### config.mk
export PLATFORM = sky130hd
export DESIGN_NAME = toggle_pattern_gen
export DESIGN_NICKNAME = d
export VERILOG_FILES = /design/src/rtl/toggle_pattern_gen.sv
export SDC_FILE = /design/constraint.sdc
export NUM_CORES = 1
export LEC_CHECK = 0
export CAP_MARGIN = 0
export CORE_MARGIN = 2
export CORE_UTILIZATION = 51
export CTS_CLUSTER_DIAMETER = 60
export DETAILED_ROUTE_END_ITERATION = 10
export GPL_ROUTABILITY_DRIVEN = 0
export GPL_TIMING_DRIVEN = 1
export PLACE_DENSITY = 0.74
export SETUP_SLACK_MARGIN = 0.5
export SLEW_MARGIN = 25
export SYNTH_ARGS = -nofsm -noshare
export SYNTH_HDL_FRONTEND = slang
export SYNTH_SLANG_ARGS = --single-unit
### constraint.sdc
create_clock -name i_clk -period 2.8 [get_ports i_clk]
set_clock_uncertainty 0.15 [all_clocks]
set_input_delay 0.84 -clock i_clk [delete_from_list [all_inputs] [get_ports i_clk]]
set_output_delay 0.84 -clock i_clk [all_outputs]
set_load 0.05 [all_outputs]
### src/rtl/toggle_pattern_gen.sv
// Multi-channel square-wave stimulus generator with programmable per-channel
// half-periods and a registered AND/OR/XOR/NAND reduction of the channel outputs.
module toggle_pattern_gen #(
    parameter int N_CH     = 4,
    parameter int CNT_W    = 8,
    parameter int DEF_HALF = 1,
    parameter int CH_W     = $clog2(N_CH)
) (
    input  logic              i_clk,
    input  logic              i_rst,
    input  logic              i_en,
    input  logic              i_restart,
    input  logic              i_cfg_we,
    input  logic [CH_W-1:0]   i_cfg_ch,
    input  logic [CNT_W-1:0]  i_cfg_half,
    input  logic [1:0]        i_red_mode,
    output logic [N_CH-1:0]   o_ch_out,
    output logic              o_red_out
);

    logic [CNT_W-1:0] r_cnt  [N_CH];
    logic [CNT_W-1:0] r_half [N_CH];
    logic [N_CH-1:0]  r_ch;
    logic             r_red;

    logic [N_CH-1:0]  w_wr;
    logic [N_CH-1:0]  w_tc;
    logic             w_red_next;

    // Out-of-range channel indices never match, so such writes are dropped.
    always_comb begin
        w_wr = '0;
        w_tc = '0;
        for (int i = 0; i < N_CH; i++) begin
            w_wr[i] = i_cfg_we && (i_cfg_ch == CH_W'(i));
            w_tc[i] = (r_half[i] != '0) && (r_cnt[i] == r_half[i] - CNT_W'(1));
        end
    end

    always_comb begin
        w_red_next = 1'b0;
        case (i_red_mode)
            2'b00:   w_red_next = &r_ch;
            2'b01:   w_red_next = |r_ch;
            2'b10:   w_red_next = ^r_ch;
            default: w_red_next = ~&r_ch;
        endcase
    end

    always_ff @(posedge i_clk) begin
        if (i_rst) begin
            r_ch  <= '0;
            r_red <= 1'b0;
            for (int i = 0; i < N_CH; i++) begin
                r_cnt[i]  <= '0;
                r_half[i] <= CNT_W'(DEF_HALF);
            end
        end else begin
            r_red <= w_red_next;
            for (int i = 0; i < N_CH; i++) begin
                if (i_restart) begin
                    r_cnt[i] <= '0;
                    r_ch[i]  <= 1'b0;
                    if (w_wr[i]) begin
                        r_half[i] <= i_cfg_half;
                    end
                end else if (w_wr[i]) begin
                    // A write re-phases the channel and suppresses any toggle due this edge.
                    r_half[i] <= i_cfg_half;
                    r_cnt[i]  <= '0;
                end else if (i_en && (r_half[i] != '0)) begin
                    if (w_tc[i]) begin
                        r_cnt[i] <= '0;
                        r_ch[i]  <= ~r_ch[i];
                    end else begin
                        r_cnt[i] <= r_cnt[i] + CNT_W'(1);
                    end
                end
            end
        end
    end

    assign o_ch_out  = r_ch;
    assign o_red_out = r_red;

endmodule

## Word level (Yosys, flattened, before mapping)

Memories as Yosys holds them, arrays and structs flattened.
Cells that the tools add are included.

- Logic and storage cells: 189
- Memories kept: 2
- Output and inout port bits: 5
- Latch bits: 0
- Bits in registers: 5
- Memory bits (writable): 64
- Bits in read-only memories: 0
- Input bits: 17

Memory list:

| name | words | width | rd ports | clocked after memory_dff | wr ports | RTL line | text |
|---|---|---|---|---|---|---|---|
| r_cnt | 4 | 8 | 4 | 0 | 4 | 21 | `logic [CNT_W-1:0] r_cnt [N_CH];` |
| r_half | 4 | 8 | 4 | 0 | 4 | 22 | `logic [CNT_W-1:0] r_half [N_CH];` |

- Shifts and indexed selects: 0
- Multiply operators: 0
- $add $sub $neg: 8
- Mux-type cells: 106
- Bitwise gates (word level): 32
- Divide/modulo/power cells: 0
- Eq/ne operators: 9
- Order comparisons: 0
- Reduce and logical (&&, ||, !) cells: 27

Operator list:

| kind | number |
|---|---|
| $mux 8 | 24 |
| $mux 1 | 81 |
| $add 8x1->8 const B | 4 |
| $eq 8x8->1 | 4 |
| $reduce_bool 8->1 | 4 |
| $sub 8x1->8 const B | 4 |
| $or 1x1->1 | 24 |
| $logic_and 1x1->1 | 12 |
| $reduce_and 3->1 | 4 |
| $not 1->1 | 8 |
| $eq 2x2->1 const B | 3 |
| $eq 2x1->1 const B | 2 |
| $logic_not 2->1 | 2 |
| $reduce_and 4->1 | 1 |
| $reduce_or 4->1 | 1 |
| $reduce_xor 4->1 | 1 |
| $pmux 1 s3 | 1 |
| $reduce_or 2->1 | 1 |
| $logic_not 1->1 | 1 |

## Depth between registers and ports, before layout

- Depth after elaboration: 11
- Gate-level depth with buffers: 9
- Depth with buffers taken out: 8

## Worst setup path before layout

No wires, ideal clock.

- Path type: register to register
- Start point: memory r_half[3][0]
- End point: memory r_cnt[3][2], data pin
- Setup slack: -0.009 ns
- Stages on the path, launching flop included: 10
- Setup time: 0.257 ns
- Arrival time: 2.402 ns
- Period minus slack after synthesis: 2.809 ns
- Required time: 2.393 ns
- Path buffers: 1
- Cell sequence: edfxtp_1 inv_1 ha_1 or3b_2 clkbuf_1 or4_1 a211oi_1 o31a_1 a31o_2 nor2_1

RTL lines:

| what | RTL line |
|---|---|
| from (decl) | 22 |
| to (decl) | 21 |

==> impl_metrics.toml <==
[yosys]
ys_seq_area_share_pct = 48.1
synthSimpleGateAreaFrac_pct = 24.0
synth-compound-area-share_pct = 8.72
syn_inst = 412
synth_commonest_cells = "64 x edfxtp_1, 50 x nor2_1, 34 x xnor2_1"
synth_warnings = 0
synth_top_area_share_pct = 45.7
syn-cell-area_um2 = 4210
synthAdderAreaFrac_pct = 3.57
synth_top_cell_by_area = "edfxtp_1"
syn-num-nets = 441
synth_xor_area_share_pct = 12.9
netlist-cell-type-count = 49
synthFlopType = "edfxtp_1"
yosys-top-cells-area = "edfxtp_1 46%, xnor2_1 7.1%, xor2_1 5.8%"
synth_edf_count = 64
yosysMostFrequentCell = "edfxtp_1"
synth_seq_cells = 69
syn_area_per_cell_um2 = 10.2
synth_top_family_by_area = "simple AND/OR/NAND/NOR gates"
yosys-mux-area-fraction_pct = 0.268
synthArstFlopShare_pct = 0

[timing]
rsz0062_at_grt = "true"
final.period_utilization_pct = 92.6
fmax_ghz = 0.386
final_hold_viol_count = 0
setup_ws_ns = 0.208
slew_viol_final = 0
slew_headroom_pct = 60.3
setup_violations = 0
period_minus_slack_ns = 2.59
setup_tns_ns = 0
tightest_slew_ns = 0.581

[critical_path]
path_cells = "inv_1 -> ha_2 -> or3b_4 -> or3_4 -> a2111oi_4 -> nand4_1 -> nand4b_1 -> buf_6 -> nor2_1"
critPathArrivalTime_ns = 2.54
slowest_delay_ns = 0.39
cp_top_family = "simple AND/OR/NAND/NOR gates"
worstPathRequired_ns = 2.75
timing.rr.start = "r_half[2][0]$_SDFFCE_PN1P_"
cp-start-kind = "flop"
worstPathMaxFanout = 8
crit_path_top_delay_cell = "edfxtp_1"
worstSetupStartpoint = "r_half[2][0]$_SDFFCE_PN1P_"
path_class = "flop to flop"
critPathBufInv = 2
critPathCaptureType = "flop"

[worst_hold_path]
min_path_type = "flop to flop"
worstHoldStart = "o_ch_out[0]$_SDFFE_PP0P_"

[power_and_ir_drop]
p_leak_nw = 1.84
p_per_area_nw_per_um2 = 458
p_total_mw = 2.34
peakVddDrop_uv = 252

[global_routing]
grt_use_total_pct = 21.1
antenna_found_initial = 0
grt_pass1_vias = 3032
overflow = 0
grt_pass1_wl_um = 14300
grt_max_degree = 15

[die]
ioPinCount = 22
rows = 33
core_area_um2 = 8090
die_area_um2 = 8990
initial_utilization_pct = 52.0
die_x_um = 94.8
die_h_um = 94.8

[placement]
place_inst = 544
dpl_worst_slack_ns = 0.0374
hpwl_um = 6490
port_buffers = 21

[drt]
drtIter0Drc = 208
drt-total-wl_um = 9260
post-route-drc-count = 0
wl_per_cell_um = 16.1
num_vias = 3244
drtPass1Iterations = 4
ant_nets = 0
via_per_inst = 5.65

[clock_network]
clock_latency_ns = 0.34
tritoncts = "done"
clkSinkCount = 69
cts_hold_buf = 0
cts_root_buf = "clkbuf_8"
numCtsBuffers = 9
clk_pin_slew_ns = 0.08
htree_num_levels = 3
clk_path_buf_depth = 2

[finish]
insertedDiodeCount = 0
nets = 493
fillers = 643
syn_to_final_growth_pct = 21.6
final_cell_count_no_fill = 574
drive_above_1_share_pct = 18.3
utilization_pct = 63.2

[status]
status = "finished clean"

[run]
drv_cap = 0
==> tightest hold or removal path, cell delays in order, from the launching register on <==
cell	delay, ns
dfxtp_1	0.35
o311ai_1	0.09
o41ai_1	0.07
==> power breakdown <==
part           internal, mW  leakage, nW  total (mW)  switching [mW]
clock                 0.314       0.0824       0.690           0.376
combinational         0.184         1.03       0.381           0.198
sequential             1.19        0.730        1.27          0.0839
==> through the flow <==
stage / hold slack [ns] / cell area (um^2)
after floorplan: 0.450 / 4260
after global placement: 0.375 / 4670
after detailed placement: 0.394 / 4670
after CTS: 0.405 / 4990
after global routing: 0.431 / 5110
final: 0.394 / 5110
==> worst paths after layout <==
path,endpoint,slack [ns],cells past startpoint
worst max register to register,r_cnt[2][0]$_SDFFCE_PN0P_,0.21,9
worst max-delay path,r_cnt[2][0]$_SDFFCE_PN0P_,0.21,9
worst min-delay path,o_ch_out[0]$_SDFFE_PP0P_,0.39,2
worst min register to register,o_ch_out[0]$_SDFFE_PP0P_,0.39,2
==> sequential cells by signal, summed over array words and instances (netlist names) <==
name       count
r_half        32
o_red_out      1
o_ch_out       4
r_cnt         32
==> per-layer routing <==
layer	up-vias	global-route usage, %	wire length, um	share of wire (%)
li1	1594	-	-	-
met1	1564	28.0	4160	45
met2	70	34.1	4550	49
met3	16	3.27	340	3.7
met4	0	9.42	216	2.3
met5	-	0	0	0
==> placed cells by master, fill, tap and decap left out, types with 3 or more instances in the layout <==
master,synthesis,routed
nor2_1,50,41
nand4_1,4,4
ha_1,12,9
or3_1,8,7
nand2b_1,11,10
dfxtp_1,5,5
nor3_1,10,8
and3_1,7,7
nor2_2,0,8
a31oi_1,6,6
xnor2_1,34,34
a211oi_1,5,3
buf_4,0,28
nor4_4,0,3
inv_1,19,17
edfxtp_1,64,64
nor4_1,9,4
nor3b_1,3,3
clkdlybuf4s50_1,0,16
o21ai_0,7,7
and2_1,29,29
nand2_1,12,12
clkbuf_8,0,9
a21oi_1,7,7
clkinv_2,0,3
nand3_1,27,25
o21bai_1,4,4
nor2b_1,3,3
xor2_1,28,28
nand3b_1,6,6
==> timing repair <==
action                     in CTS  in global routing
buffers inserted               12                  2
pin swaps                       7                  3
cloned                          0                  0
setup endpoints to repair      72                 64
resized for setup              21                 23
==> kinds of logic after synthesis <==
| kind of cell | Yosys count |
|---|---|
| and+or+nand+nor | 189 |
| buffers and inverters | 28 |
| adders and majority gates | 12 |
| DFF | 69 |
| xor gates and xnor gates | 62 |
| AOI/OAI and AO/OA | 51 |
| muxes | 1 |
==> cell type report <==
class,instances,area (um^2),share of cell area [%]
multi-input cells,315,2290,44.8
repair buffers,50,430,8.42
clock inverters,7,42.5,0.832
flip-flops and latches,69,2020,39.5
clock buffers,9,124,2.42
inverters,19,71.3,1.39
well taps,105,131,2.57
Power figures use the tool's default switching activity.
